**src/rtl/tart_clk_supervisor_if.sv**
```systemverilog
// Status and control bundle between the clock supervisor and the rest of the clock tree.
// "master" is the side that drives the lock flags and clear_fault; "slave" is the supervisor.
interface tart_clk_supervisor_if #(
    parameter int NUM_LOCKS  = 1,
    parameter int NUM_RESETS = 2
);
    logic [NUM_LOCKS-1:0]  locked_i;
    logic                  clear_fault;
    logic                  dcm_rst;
    logic [NUM_RESETS-1:0] rst_n_out;
    logic                  all_locked;
    logic                  fault;
    logic [2:0]            state;
    logic [7:0]            retry_cnt;
    logic [7:0]            loss_cnt;

    modport master (
        output locked_i, clear_fault,
        input  dcm_rst, rst_n_out, all_locked, fault, state, retry_cnt, loss_cnt
    );

    modport slave (
        input  locked_i, clear_fault,
        output dcm_rst, rst_n_out, all_locked, fault, state, retry_cnt, loss_cnt
    );
endinterface

```
**src/rtl/tart_clk_supervisor.sv**
```systemverilog
// Lock/reset supervisor for the TART clock tree: pulses the DCM reset, qualifies the lock
// flags, releases the domain resets in order and latches a fault after repeated timeouts.
//
// state     | meaning
// ----------+----------------------------------------------------------
// RESET_DCM | dcm_rst held high for RST_PULSE cycles
// WAIT_LOCK | waiting for STABLE_CYCLES of lock, bounded by LOCK_TIMEOUT
// SEQ       | releasing domain resets, SEQ_DELAY cycles apart
// RUN       | all domains out of reset, watching for lock loss
// FAULT     | retries exhausted, waiting for clear_fault
module tart_clk_supervisor #(
    parameter int NUM_LOCKS     = 1,
    parameter int NUM_RESETS    = 2,
    parameter int RST_PULSE     = 8,
    parameter int STABLE_CYCLES = 1024,
    parameter int LOCK_TIMEOUT  = 16384,
    parameter int SEQ_DELAY     = 16,
    parameter int MAX_RETRIES   = 3,
    parameter int CNT_W         = 16
) (
    input logic                  CLKIN,
    input logic                  reset_n,
    tart_clk_supervisor_if.slave sup
);

    typedef enum logic [2:0] {
        RESET_DCM = 3'd0,
        WAIT_LOCK = 3'd1,
        SEQ       = 3'd2,
        RUN       = 3'd3,
        FAULT     = 3'd4
    } sup_state_t;

    localparam logic [CNT_W-1:0] PULSE_LAST   = CNT_W'(RST_PULSE - 1);
    localparam logic [CNT_W-1:0] STABLE_LAST  = CNT_W'(STABLE_CYCLES - 1);
    localparam logic [CNT_W-1:0] TIMEOUT_LAST = CNT_W'(LOCK_TIMEOUT - 1);
    localparam logic [CNT_W-1:0] RELEASE_LAST = CNT_W'((NUM_RESETS - 1) * SEQ_DELAY);
    localparam logic [7:0]       RETRY_MAX    = 8'(MAX_RETRIES);

    logic [NUM_LOCKS-1:0]  sync_q1;
    logic [NUM_LOCKS-1:0]  sync_q2;
    logic                  locked_s;

    sup_state_t            state_q, state_d;
    logic [CNT_W-1:0]      tmr_q, tmr_d;
    logic [CNT_W-1:0]      stable_q, stable_d;
    logic [7:0]            retry_q, retry_d;
    logic [7:0]            loss_q, loss_d;
    logic [NUM_RESETS-1:0] rst_q, rst_d;
    logic                  dcm_rst_q;
    logic                  fault_q;

    always_ff @(posedge CLKIN or negedge reset_n) begin
        if (!reset_n) begin
            sync_q1 <= '0;
            sync_q2 <= '0;
        end else begin
            sync_q1 <= sup.locked_i;
            sync_q2 <= sync_q1;
        end
    end

    // AND of the second synchroniser flops: all_locked follows the raw flags by two cycles
    assign locked_s = &sync_q2;

    always_comb begin
        state_d  = state_q;
        tmr_d    = tmr_q;
        stable_d = '0;
        retry_d  = retry_q;
        loss_d   = loss_q;
        rst_d    = rst_q;

        case (state_q)
            RESET_DCM: begin
                rst_d = '0;
                if (tmr_q == PULSE_LAST) begin
                    state_d = WAIT_LOCK;
                    tmr_d   = '0;
                end else begin
                    tmr_d = tmr_q + 1'b1;
                end
            end

            WAIT_LOCK: begin
                rst_d    = '0;
                tmr_d    = tmr_q + 1'b1;
                stable_d = locked_s ? stable_q + 1'b1 : '0;
                if (locked_s && stable_q == STABLE_LAST) begin
                    state_d  = SEQ;
                    tmr_d    = '0;
                    stable_d = '0;
                end else if (tmr_q == TIMEOUT_LAST) begin
                    tmr_d    = '0;
                    stable_d = '0;
                    if (retry_q == RETRY_MAX) begin
                        state_d = FAULT;
                    end else begin
                        retry_d = retry_q + 1'b1;
                        state_d = RESET_DCM;
                    end
                end
            end

            SEQ: begin
                tmr_d = tmr_q + 1'b1;
                for (int k = 0; k < NUM_RESETS; k++) begin
                    if (tmr_q == CNT_W'(k * SEQ_DELAY)) rst_d[k] = 1'b1;
                end
                if (tmr_q == RELEASE_LAST) begin
                    state_d = RUN;
                    tmr_d   = '0;
                    retry_d = '0;
                end
            end

            RUN: begin
                rst_d = '1;
                tmr_d = '0;
            end

            FAULT: begin
                rst_d = '0;
                tmr_d = '0;
                if (sup.clear_fault) begin
                    state_d = RESET_DCM;
                    retry_d = '0;
                end
            end

            default: begin
                state_d = RESET_DCM;
                tmr_d   = '0;
                rst_d   = '0;
            end
        endcase

        // Lock loss overrides any release or RUN transition decided above
        if ((state_q == SEQ || state_q == RUN) && !locked_s) begin
            state_d  = RESET_DCM;
            tmr_d    = '0;
            stable_d = '0;
            rst_d    = '0;
            retry_d  = '0;
            loss_d   = (loss_q == 8'hFF) ? loss_q : loss_q + 1'b1;
        end
    end

    always_ff @(posedge CLKIN or negedge reset_n) begin
        if (!reset_n) begin
            state_q   <= RESET_DCM;
            tmr_q     <= '0;
            stable_q  <= '0;
            retry_q   <= '0;
            loss_q    <= '0;
            rst_q     <= '0;
            dcm_rst_q <= 1'b1;
            fault_q   <= 1'b0;
        end else begin
            state_q   <= state_d;
            tmr_q     <= tmr_d;
            stable_q  <= stable_d;
            retry_q   <= retry_d;
            loss_q    <= loss_d;
            rst_q     <= rst_d;
            dcm_rst_q <= (state_d == RESET_DCM) || (state_d == FAULT);
            fault_q   <= (state_d == FAULT);
        end
    end

    assign sup.state      = state_q;
    assign sup.dcm_rst    = dcm_rst_q;
    assign sup.fault      = fault_q;
    assign sup.rst_n_out  = rst_q;
    assign sup.retry_cnt  = retry_q;
    assign sup.loss_cnt   = loss_q;
    assign sup.all_locked = locked_s;

endmodule

```
**src/flat_wrapper.sv**
```systemverilog
// flat-port wrapper written by rule: the top's interface ports become plain ports
module tart_clk_supervisor_flat 
#(
    parameter int NUM_LOCKS     = 1,
    parameter int NUM_RESETS    = 2,
    parameter int RST_PULSE     = 8,
    parameter int STABLE_CYCLES = 1024,
    parameter int LOCK_TIMEOUT  = 16384,
    parameter int SEQ_DELAY     = 16,
    parameter int MAX_RETRIES   = 3,
    parameter int CNT_W         = 16
)
  (CLKIN, reset_n, sup_locked_i, sup_clear_fault, sup_dcm_rst, sup_rst_n_out, sup_all_locked, sup_fault, sup_state, sup_retry_cnt, sup_loss_cnt);
  tart_clk_supervisor_if #(.NUM_LOCKS(NUM_LOCKS), .NUM_RESETS(NUM_RESETS)) sup_i ();
  input logic CLKIN;
  input logic reset_n;
  input wire logic [$bits(sup_i.locked_i)-1:0] sup_locked_i;
  input wire logic [$bits(sup_i.clear_fault)-1:0] sup_clear_fault;
  output wire logic [$bits(sup_i.dcm_rst)-1:0] sup_dcm_rst;
  output wire logic [$bits(sup_i.rst_n_out)-1:0] sup_rst_n_out;
  output wire logic [$bits(sup_i.all_locked)-1:0] sup_all_locked;
  output wire logic [$bits(sup_i.fault)-1:0] sup_fault;
  output wire logic [$bits(sup_i.state)-1:0] sup_state;
  output wire logic [$bits(sup_i.retry_cnt)-1:0] sup_retry_cnt;
  output wire logic [$bits(sup_i.loss_cnt)-1:0] sup_loss_cnt;
  assign sup_i.locked_i = sup_locked_i;
  assign sup_i.clear_fault = sup_clear_fault;
  assign sup_dcm_rst = sup_i.dcm_rst;
  assign sup_rst_n_out = sup_i.rst_n_out;
  assign sup_all_locked = sup_i.all_locked;
  assign sup_fault = sup_i.fault;
  assign sup_state = sup_i.state;
  assign sup_retry_cnt = sup_i.retry_cnt;
  assign sup_loss_cnt = sup_i.loss_cnt;
  tart_clk_supervisor #(.NUM_LOCKS(NUM_LOCKS), .NUM_RESETS(NUM_RESETS), .RST_PULSE(RST_PULSE), .STABLE_CYCLES(STABLE_CYCLES), .LOCK_TIMEOUT(LOCK_TIMEOUT), .SEQ_DELAY(SEQ_DELAY), .MAX_RETRIES(MAX_RETRIES), .CNT_W(CNT_W)) u_core (.CLKIN(CLKIN), .reset_n(reset_n), .sup(sup_i));
endmodule
```
**config.mk**
```make
export PLATFORM = sky130hd
export DESIGN_NAME = tart_clk_supervisor_flat
export DESIGN_NICKNAME = d
export VERILOG_FILES = /design/src/rtl/tart_clk_supervisor_if.sv /design/src/rtl/tart_clk_supervisor.sv /design/src/flat_wrapper.sv
export SDC_FILE = /design/constraint.sdc
export NUM_CORES = 1
export LEC_CHECK = 0
export BUFFER_PORTS_ARGS = -buffer_cell sky130_fd_sc_hd__buf_2
export CAP_MARGIN = 20
export CELL_PAD_IN_SITES_DETAIL_PLACEMENT = 1
export CELL_PAD_IN_SITES_GLOBAL_PLACEMENT = 1
export CORE_MARGIN = 1
export CORE_UTILIZATION = 42
export CTS_CLUSTER_DIAMETER = 50
export DETAILED_ROUTE_END_ITERATION = 12
export PLACE_DENSITY = 0.73
export SYNTH_ARGS = -nofsm -noshare
export SYNTH_HDL_FRONTEND = slang
export SYNTH_SLANG_ARGS = --single-unit
```
**constraint.sdc**
```tcl
create_clock -name CLKIN -period 1.9 [get_ports CLKIN]
set_input_delay 0.19 -clock CLKIN [delete_from_list [all_inputs] [get_ports CLKIN]]
set_output_delay 0.19 -clock CLKIN [all_outputs]
set_load 0.05 [all_outputs]
```
After elaboration in Yosys (flattened, before gate mapping)
Index checks and enable logic that the tools add are counted.
{ "word_totals": {"ff_bits": 57, "inputBits": 4, "output_inout_bits": 24, "elab_cells": 74} }
{ "op_classes": {"add_sub_neg": 4, "eq_ne": 17, "muxes": 30, "n_bitwise": 1, "n_reduce_logical": 11} }
{ "op_table": {"columns": ["op", "n"], "rows": [
  ["$mux W16", 10],
  ["$mux W8", 6],
  ["$pmux W16 S3", 1],
  ["$add A16 B1 Y16 const B", 2],
  ["$pmux W8 S3", 1],
  ["$mux W3", 7],
  ["$add A8 B1 Y8 const B", 2],
  ["$eq A16 B10 Y1 const B", 1],
  ["$eq A16 B14 Y1 const B", 1],
  ["$eq A16 B3 Y1 const B", 1],
  ["$eq A16 B5 Y1 const B", 1],
  ["$logic_not A16 Y1", 1],
  ["$pmux W3 S5", 1],
  ["$ne A3 B2 Y1 const B", 3],
  ["$eq A8 B2 Y1 const B", 1],
  ["$eq A8 B8 Y1 const B", 1],
  ["$eq A3 B2 Y1 const B", 2],
  ["$eq A3 B3 Y1 const B", 2],
  ["$logic_not A3 Y1", 2],
  ["$ne A3 B3 Y1 const B", 2],
  ["$reduce_and A6 Y1", 1],
  ["$pmux W2 S2", 1],
  ["$reduce_bool A4 Y1", 1],
  ["$eq A3 B1 Y1 const B", 1],
  ["8 further kinds", 11]
]} }

Longest topological paths before layout
Gate-level depths: netlist (run 1).
{ "depth": {"depth_word": 8, "depth_mapped": 8, "mapped_depth_nobuf": 7} }

Least setup slack after synthesis (run 1)
OpenSTA, ideal clock, no wires.
{ "synth_timing": {"path_kind": "register to register", "startpoint": "register u_core.state_q[2], in the netlist u_core.sup.state[2]", "endpoint": "register u_core.loss_q[7], in the netlist u_core.sup.loss_cnt[7]", "setup_time_ns": 0.141, "arrival_time_ns": 2.033, "required_ns": 1.759, "path_slack_ns": -0.274, "path_stages_with_launch": 7, "n_path_buf": 1, "period_less_slack_ns": 2.174, "path_cell_list": "dfrtp_1 clkbuf_1 or3b_2 a31oi_4 and4_1 nand3_1 xnor2_1"} }
{ "synth_via": {"elab_chain_len": 4} }
{ "synth_lines": {"columns": ["item", "line_no", "source"], "rows": [
  ["start, declared", "tart_clk_supervisor.sv:44", "sup_state_t state_q, state_d;"],
  ["start signal, assigned", "tart_clk_supervisor.sv:160", "state_q <= state_d;"],
  ["$eq A3 B2 Y1", "tart_clk_supervisor.sv:139", "if ((state_q == SEQ || state_q == RUN) && !locked_s) begin"],
  ["$logic_or A1 B1 Y1 *", "tart_clk_supervisor.sv:139", null],
  ["$logic_and A1 B1 Y1 *", "tart_clk_supervisor.sv:139", null],
  ["$reduce_and A2 Y1 (no line) *", null, null],
  ["end signal, assigned", "tart_clk_supervisor.sv:164", "loss_q <= loss_d;"],
  ["end, declared", "tart_clk_supervisor.sv:48", "logic [7:0] loss_q, loss_d;"]
]} }
Mark *: on every way between the ends. The rest lies on a longest branch, timed or not.
A chain may end at the register's enable or synchronous reset.

Final worst setup path (run 1)
{ "layout_timing": {"startpoint": "register u_core.tmr_q[0]", "endpoint": "register u_core.tmr_q[0]"} }
{ "layout_via": {"elab_chain_len": 5} }
{ "layout_lines": {"columns": ["item", "line_no", "source"], "rows": [
  ["start, declared", "tart_clk_supervisor.sv:45", "logic [CNT_W-1:0] tmr_q, tmr_d;"],
  ["start signal, assigned", "tart_clk_supervisor.sv:161", "tmr_q <= tmr_d;"],
  ["$add A16 B1 Y16 / $eq A16 B14 Y1 (equally long branches)", null, null],
  ["$mux W16", "tart_clk_supervisor.sv:93", "end else if (tmr_q == TIMEOUT_LAST) begin"],
  ["$mux W16", "tart_clk_supervisor.sv:89", "if (locked_s && stable_q == STABLE_LAST) begin"],
  ["$pmux W16 S3 *", "tart_clk_supervisor.sv:74", "case (state_q)"],
  ["$mux W16 *", "tart_clk_supervisor.sv:139", null],
  ["named net u_core.tmr_d[0]", "tart_clk_supervisor.sv:45", null]
]} }
Mark *: on every way through the listed nets, which the timed path passes. The rest lies on a longest branch.

==> results of run 1 <==
==> worst max-delay path: cells and delay by family, from the launching register on <==
| family | cells | cell delay (ps) |
|---|---|---|
| adders and majority gates | 1 | 190 |
| DFF | 1 | 370 |
| and+or+nand+nor | 4 | 830 |
| buffers and inverters | 1 | 160 |
| AOI/OAI and AO/OA | 1 | 160 |
==> power breakdown <==
part / switching (µW) / total (µW) / leakage [µW] / internal [µW]
Clock: 503 / 1540 / 0.000130 / 1040
Sequential: 79.8 / 1390 / 0.000738 / 1310
Combinational: 550 / 925 / 0.000862 / 374
==> placed cells by master (no fill, tap or decap), types with 2 or more instances in the layout <==
master,instances
bufinv_16,4
buf_2,27
xor2_1,17
or3_1,4
nor4_2,2
nor2b_1,2
and4_1,6
o211ai_1,8
mux2i_1,2
o311a_1,2
and3_1,4
ha_2,3
nor3b_1,2
inv_1,11
nand3b_1,6
and3b_1,2
ha_1,2
nand3_1,21
clkbuf_8,10
nor4_1,2
nor3_1,19
nand4_1,10
dlygate4sd3_1,2
dfrtp_1,50
nand2_1,15
dfrtp_2,6
nor3_2,2
o31ai_1,2
xnor2_1,18
nor2_1,24
nand3_2,2
and4_2,2
buf_4,34
==> cell type report <==
cell class	instances	share of cell area
well taps	77	0.0257
clock buffers	11	0.0377
inverters	11	0.0110
repair buffers	65	0.118
multi-input cells	202	0.391
flip-flops and latches	57	0.383
clock inverters	5	0.0341
==> what timing repair did <==
| item | in CTS | in global routing |
|---|---|---|
| resized for setup | 2 | 18 |
| buffers inserted | 0 | 1 |
| setup endpoints to repair | 19 | 43 |
| hold buffers | 2 | 0 |
| endpoints found under the hold margin | 57 | 0 |
| pin swaps | 0 | 4 |
==> worst paths after layout <==
| path | startpoint | end | cells after the start | slack [ps] |
|---|---|---|---|---|
| max | u_core.tmr_q[0]$_DFF_PN0_ | u_core.tmr_q[0]$_DFF_PN0_ | 7 | 20 |
| min | sup_clear_fault | u_core.sup.state[2]$_DFF_PN0_ | 3 | 160 |
| max reg2reg | u_core.tmr_q[0]$_DFF_PN0_ | u_core.tmr_q[0]$_DFF_PN0_ | 7 | 20 |
| min reg2reg | u_core.sync_q1$_DFF_PN0_ | u_core.sup.all_locked$_DFF_PN0_ | 0 | 360 |
| max in group asynchronous | reset_n | u_core.sup.state[2]$_DFF_PN0_ | 3 | 1180 |
| min in group asynchronous | reset_n | u_core.sup.retry_cnt[4]$_DFFE_PN0P_ | 3 | 390 |
==> state kept, by name, indices dropped and copies added (netlist names) <==
register and flops:
u_core.stable_q 16, u_core.sup.loss_cnt 8, u_core.sup.retry_cnt 8, u_core.sup.all_locked 1, u_core.sup.fault 1, u_core.sync_q1 1
u_core.tmr_q 16, u_core.sup.state 3, u_core.sup.rst_n_out 2, u_core.sup.dcm_rst 1
==> metrics by stage <==
step / utilization / power (µW) / instance area [µm²] / cells / TNS, ps
2_1_floorplan: - / 1940 / 2930 / 278 / -766
3_3_place_gp: 0.518 / 2260 / 3370 / 409 / 0
3_5_place_dp: 0.518 / 2290 / 3370 / 409 / -250
4_1_cts: 0.564 / 3860 / 3670 / 427 / 0
5_1_grt: 0.577 / 4030 / 3750 / 428 / -1130
6_report: 0.577 / 3860 / 3750 / 428 / 0
==> metal layers <==
layer,vias up,GRT usage,wire length [µm]
met1,1175,0.265,3290
li1,1142,-,-
met2,26,0.370,3680
met5,-,0,0
met4,0,0.111,167
met3,15,0.0447,144
==> cell families (layout without fill, tap and decap cells) <==
family,after synthesis,in the layout,share of synthesized area
muxes,3,3,0.0108
buffers and inverters,19,92,0.0302
and+or+nand+nor,134,134,0.263
DFF,57,57,0.493
adders and majority gates,5,5,0.0216
xor gates and xnor gates,35,35,0.106
AOI/OAI and AO/OA,25,25,0.0756
==> results.json, run 1 <==
{
  "synth_nets": 287,
  "crit_required_ps": 2100,
  "drt-initial-drc-count": 95,
  "synth_area_leaders": "dfrtp_1 48%, xnor2_1 5.4%, xor2_1 5.1%",
  "grt_pass1_vias": 2569,
  "syn_area_per_cell_um2": 10.4,
  "fmax_ghz": 0.533,
  "synth_edf_count": 0,
  "place_hpwl_mm": 5.03,
  "start_util": 0.446,
  "io_pins": 28,
  "drive_gt1_frac": 0.313,
  "yosysUniqueCellTypes": 47,
  "hold_viol_final": 0,
  "clock_skew_ps": 10.2,
  "period_needed_ps": 1880,
  "drv_cap": 0,
  "cts_buffers": 9,
  "crit_type": "flop to flop",
  "path_cells": "ha_2 > and3_4 > nand4_4 > or4_4 > a21oi_4 > buf_12 > nor3_1",
  "vias": 2358,
  "setup_viol": 0,
  "p_per_area_nw_per_um2": 1030,
  "core-area_um2": 6490,
  "ir_worst_vdd_v": 0.000554,
  "io_buffers": 27,
  "syn_inst": 278,
  "holdCritPathClass": "input pin to flop",
  "cts_max_level": 3,
  "syn_area_um2": 2900,
  "antenna_found_initial": 0,
  "ys_seq_area_frac": 0.493,
  "yosysMostFrequentCell": "dfrtp_1",
  "cp_max_fo": 16,
  "yosysTopAreaCell": "dfrtp_1",
  "grt_pass1_wl_mm": 12.2,
  "crit_path_top_delay_cell": "or4_4",
  "firstDrtPassIters": 4,
  "ys_async_sr_fraction": 1.00,
  "cts_tree": "built",
  "cp-end-kind": "flop",
  "dieHeight_um": 85.0,
  "area_growth_pct": 29.4,
  "multi_input_area_um2": 1460,
  "die-area_um2": 7230,
  "grt-ovfl-total": 0,
  "tightest_slew_ps": 595,
  "clk-insertion-delay-late_ps": 350,
  "max_slew_margin": 0.603,
  "place_ws_ps": -76.2,
  "final.period_utilization": 0.987,
  "wirelength_mm": 7.29,
  "report.final.slew_viol_count": 0,
  "cts_sinks": 57,
  "vias_per_cell": 5.51,
  "nets": 355,
  "ys_ff_latch": 57,
  "rsz0062_at_grt": "yes",
  "worst_ep_arrival_time_ps": 2070,
  "n_antenna_cell": 0,
  "place.gp.congestion": 0.770,
  "postRouteAntennaNets": 0,
  "p_leak_uw": 0.00173,
  "yosys_warnings": 0,
  "cts.clk_slew.worst_paths_ps": 70,
  "die_w_um": 85.0,
  "wire_per_inst_um": 17.0,
  "start_kind": "flop",
  "ys.flop_type": "dfrtp_1",
  "outcome": "complete, no violations",
  "yosysTopAreaCellShare": 0.484,
  "grt_use_total": 0.219,
  "cts-root-buf": "clkbuf_8",
  "netlist_top_cells_count": "56 x dfrtp_1, 24 x nor2_1, 22 x nand3_1",
  "slowest_delay_ps": 470,
  "drc": 0,
  "clk_path_buf_depth": 2,
  "core.rowCount": 29,
  "grt_start_max_net_pins": 32,
  "fill_cells": 730,
  "timing.hold.ws_ps": 163,
  "regArea_um2": 1440,
  "fin_ws_ps": 24.6
}
Power figures use the tool's default switching activity.
==> run 2, diff against run 1 <==
--- a/config.mk
+++ b/config.mk
@@ -5,15 +5,17 @@
 export SDC_FILE = /design/constraint.sdc
 export NUM_CORES = 1
 export LEC_CHECK = 0
+export ABC_AREA = 1
 export BUFFER_PORTS_ARGS = -buffer_cell sky130_fd_sc_hd__buf_2
 export CAP_MARGIN = 20
 export CELL_PAD_IN_SITES_DETAIL_PLACEMENT = 1
 export CELL_PAD_IN_SITES_GLOBAL_PLACEMENT = 1
 export CORE_MARGIN = 1
-export CORE_UTILIZATION = 42
+export CORE_UTILIZATION = 40
 export CTS_CLUSTER_DIAMETER = 50
 export DETAILED_ROUTE_END_ITERATION = 12
-export PLACE_DENSITY = 0.73
+export PLACE_DENSITY = 0.72
+export RECOVER_POWER = 100
 export SYNTH_ARGS = -nofsm -noshare
 export SYNTH_HDL_FRONTEND = slang
 export SYNTH_SLANG_ARGS = --single-unit
==> results.json, run 2 <==
{
  "cts_buffers": 9,
  "ys_async_sr_fraction": 1.00,
  "fmax_ghz": 0.573,
  "grt_pass1_wl_mm": 14.2,
  "die_w_um": 94.2,
  "clock_skew_ps": 11.2,
  "clk_path_buf_depth": 2,
  "ys_ff_latch": 57,
  "n_antenna_cell": 0,
  "cts_sinks": 57,
  "dieHeight_um": 94.2,
  "p_clk_frac": 0.266,
  "p_seq_frac": 0.367,
  "report.final.slew_viol_count": 0,
  "start_util": 0.414,
  "firstDrtPassIters": 4,
  "core.rowCount": 33,
  "comb_power_share": 0.367,
  "post-cts-setup-buffers": 0,
  "syn_area_per_cell_um2": 7.88,
  "p_sw_uw": 1790,
  "postRouteAntennaNets": 0,
  "netlist_top_cells_count": "90 x nand2_1, 69 x nor2_1, 56 x dfrtp_1",
  "grt_pass1_vias": 2974,
  "vias_per_cell": 5.01,
  "crit_family": "simple AND/OR/NAND/NOR gates",
  "synth_nets": 441,
  "start_kind": "flop",
  "drt-initial-drc-count": 52,
  "crit_required_ps": 2130,
  "cp-end-kind": "flop",
  "place.gp.congestion": 0.733,
  "worst_ep_arrival_time_ps": 1980,
  "critPathMostFrequentCell": "inv_2",
  "period_needed_ps": 1750,
  "cts.clk_slew.worst_paths_ps": 70,
  "drv_cap": 0,
  "reg2reg_slack_ps": 150,
  "drc": 0,
  "fill_cells": 1069,
  "wire_per_inst_um": 14.3,
  "ys_seq_area_frac": 0.419,
  "yosysTopAreaCellShare": 0.412,
  "final_common_cell": "nand2_1",
  "grt_use_total": 0.210,
  "antenna_found_initial": 0,
  "ys.flop_type": "dfrtp_1",
  "setup_viol": 0,
  "drive_gt1_frac": 0.129,
  "io_pins": 28,
  "yosysUniqueCellTypes": 35,
  "cts-root-buf": "clkbuf_8",
  "syn_inst": 432,
  "largestRegisters": "u_core.stable_q x16, u_core.tmr_q x16",
  "nets": 483,
  "path_cells": "inv_2 > nor2_8 > inv_2 > nor2_4 > buf_4 > inv_2 > nand2_1 > nor3_1 > nand3_1 > nand2_1",
  "syn_area_um2": 3400,
  "finalSetupTns_ps": 0,
  "core-area_um2": 8220,
  "postLayoutCellArea_um2": 3850,
  "cp_max_fo": 7,
  "grt_start_max_net_pins": 58,
  "grt-ovfl-total": 0,
  "yosys_warnings": 0,
  "clk-insertion-delay-late_ps": 340,
  "p_per_area_nw_per_um2": 1110,
  "p_int_uw": 2470,
  "fin_ws_ps": 153,
  "die-area_um2": 8880,
  "final.period_utilization": 0.919,
  "place_ws_ps": 120,
  "crit_type": "flop to flop",
  "yosysTopAreaCell": "dfrtp_1",
  "tightest_slew_ps": 819,
  "power.total_uw": 4260,
  "io_buffers": 27,
  "yosysMostFrequentCell": "nand2_1",
  "place_hpwl_mm": 6.08,
  "mostFrequentLayoutCells": "88 x nand2_1, 76 x nor2_1, 55 x dfrtp_1",
  "synth_area_leaders": "dfrtp_1 41%, nand2_1 9.9%, nor2_1 7.6%",
  "cts_tree": "built",
  "holdCritPathClass": "input pin to flop",
  "vias": 2926,
  "p_leak_uw": 0.00189,
  "crit_path_top_delay_cell": "dfrtp_1",
  "p_sw_frac": 0.420,
  "max_slew_margin": 0.454,
  "path_buf_inv": 4,
  "wirelength_mm": 8.35,
  "placed_area_um2": 3690,
  "rsz0062_at_grt": "no",
  "synth_edf_count": 0,
  "cts_max_level": 3,
  "timing.hold.ws_ps": 188,
  "ir_worst_vdd_v": 0.000377,
  "hold_viol_final": 0,
  "outcome": "complete, no violations",
  "slowest_delay_ps": 550,
  "area_growth_pct": 13.1
}
==> run 2: cell count changes in the layout (fill, tap and decap cells not counted), moves of 13 or more <==
cell / change
nor2_1: +52
buf_2: -24
nand2_1: +73
inv_1: +33
nand3_1: +17
buf_4: -30
o21ai_0: +13
clkbuf_1: +26
==> run 2: worst reg2reg max path, cell delays in order (launching register included) <==
cell     delay, ps
dfrtp_1        550
inv_2          120
nor2_8         140
inv_2           90
nor2_4         210
buf_4          200
inv_2           40
nand2_1         80
nor3_1          60
nand3_1         90
nand2_1         60
==> run 2: cell families (layout without fill, tap and decap cells) <==
kind of cell	count (synthesis)	count (layout)	share of synthesized area
adders and majority gates	5	5	0.0184
and+or+nand+nor	255	255	0.357
AOI/OAI and AO/OA	32	32	0.0651
DFF	57	57	0.419
xor gates and xnor gates	26	26	0.0669
buffers and inverters	57	104	0.0728
==> run 2: power by group through the flow <==
stage	clock network, µW	logic, µW	registers, µW
detailed placement	0	1610	1580
finish	1130	1560	1560
CTS	1170	1630	1560
floorplan	0	855	1900
global route	1220	1750	1590
global placement	0	1580	1570
==> run 2: path summary, 6_finish.rpt <==
kind,to,from,cells past startpoint
max in group asynchronous,u_core.sup.state[2]$_DFF_PN0_,reset_n,3
worst max register to register,u_core.sup.retry_cnt[2]$_DFFE_PN0P_,u_core.sup.state[1]$_DFF_PN0_,10
worst max-delay path,u_core.sup.retry_cnt[2]$_DFFE_PN0P_,u_core.sup.state[1]$_DFF_PN0_,10
min in group asynchronous,u_core.tmr_q[8]$_DFF_PN0_,reset_n,3
worst min-delay path,u_core.sup.state[2]$_DFF_PN0_,sup_clear_fault,3
worst min register to register,u_core.sup.all_locked$_DFF_PN0_,u_core.sync_q1$_DFF_PN0_,0
==> run 2: area by class of cell <==
class                   instances  area, µm²  share of cell area
flip-flops and latches         57       1430               0.371
well taps                     105        131              0.0341
clock buffers                  13        149              0.0387
clock inverters                 3       40.0              0.0104
multi-input cells             318       1720               0.446
repair buffers                 36        188              0.0487
inverters                      52        195              0.0507
==> run 2: timing repair <==
action                     4_1_cts  5_1_grt
hold endpoints to repair        57        0
hold buffers                     2        0
gates resized for setup          0        6
setup endpoints to repair        0       22
==> run 2: stage by stage <==
step / util / cells
after floorplan: - / 432
after global placement: 0.450 / 566
after detailed placement: 0.450 / 566
after CTS: 0.475 / 584
after global routing: 0.469 / 584
final: 0.469 / 584
==> run 2: metal layers <==
| layer | global-route usage | vias to the layer above | wire (µm) |
|---|---|---|---|
| met5 | 0 | - | 0 |
| met4 | 0.0692 | 0 | 91 |
| met3 | 0.0437 | 6 | 226 |
| met2 | 0.338 | 37 | 3970 |
| met1 | 0.279 | 1418 | 4060 |
| li1 | - | 1465 | - |
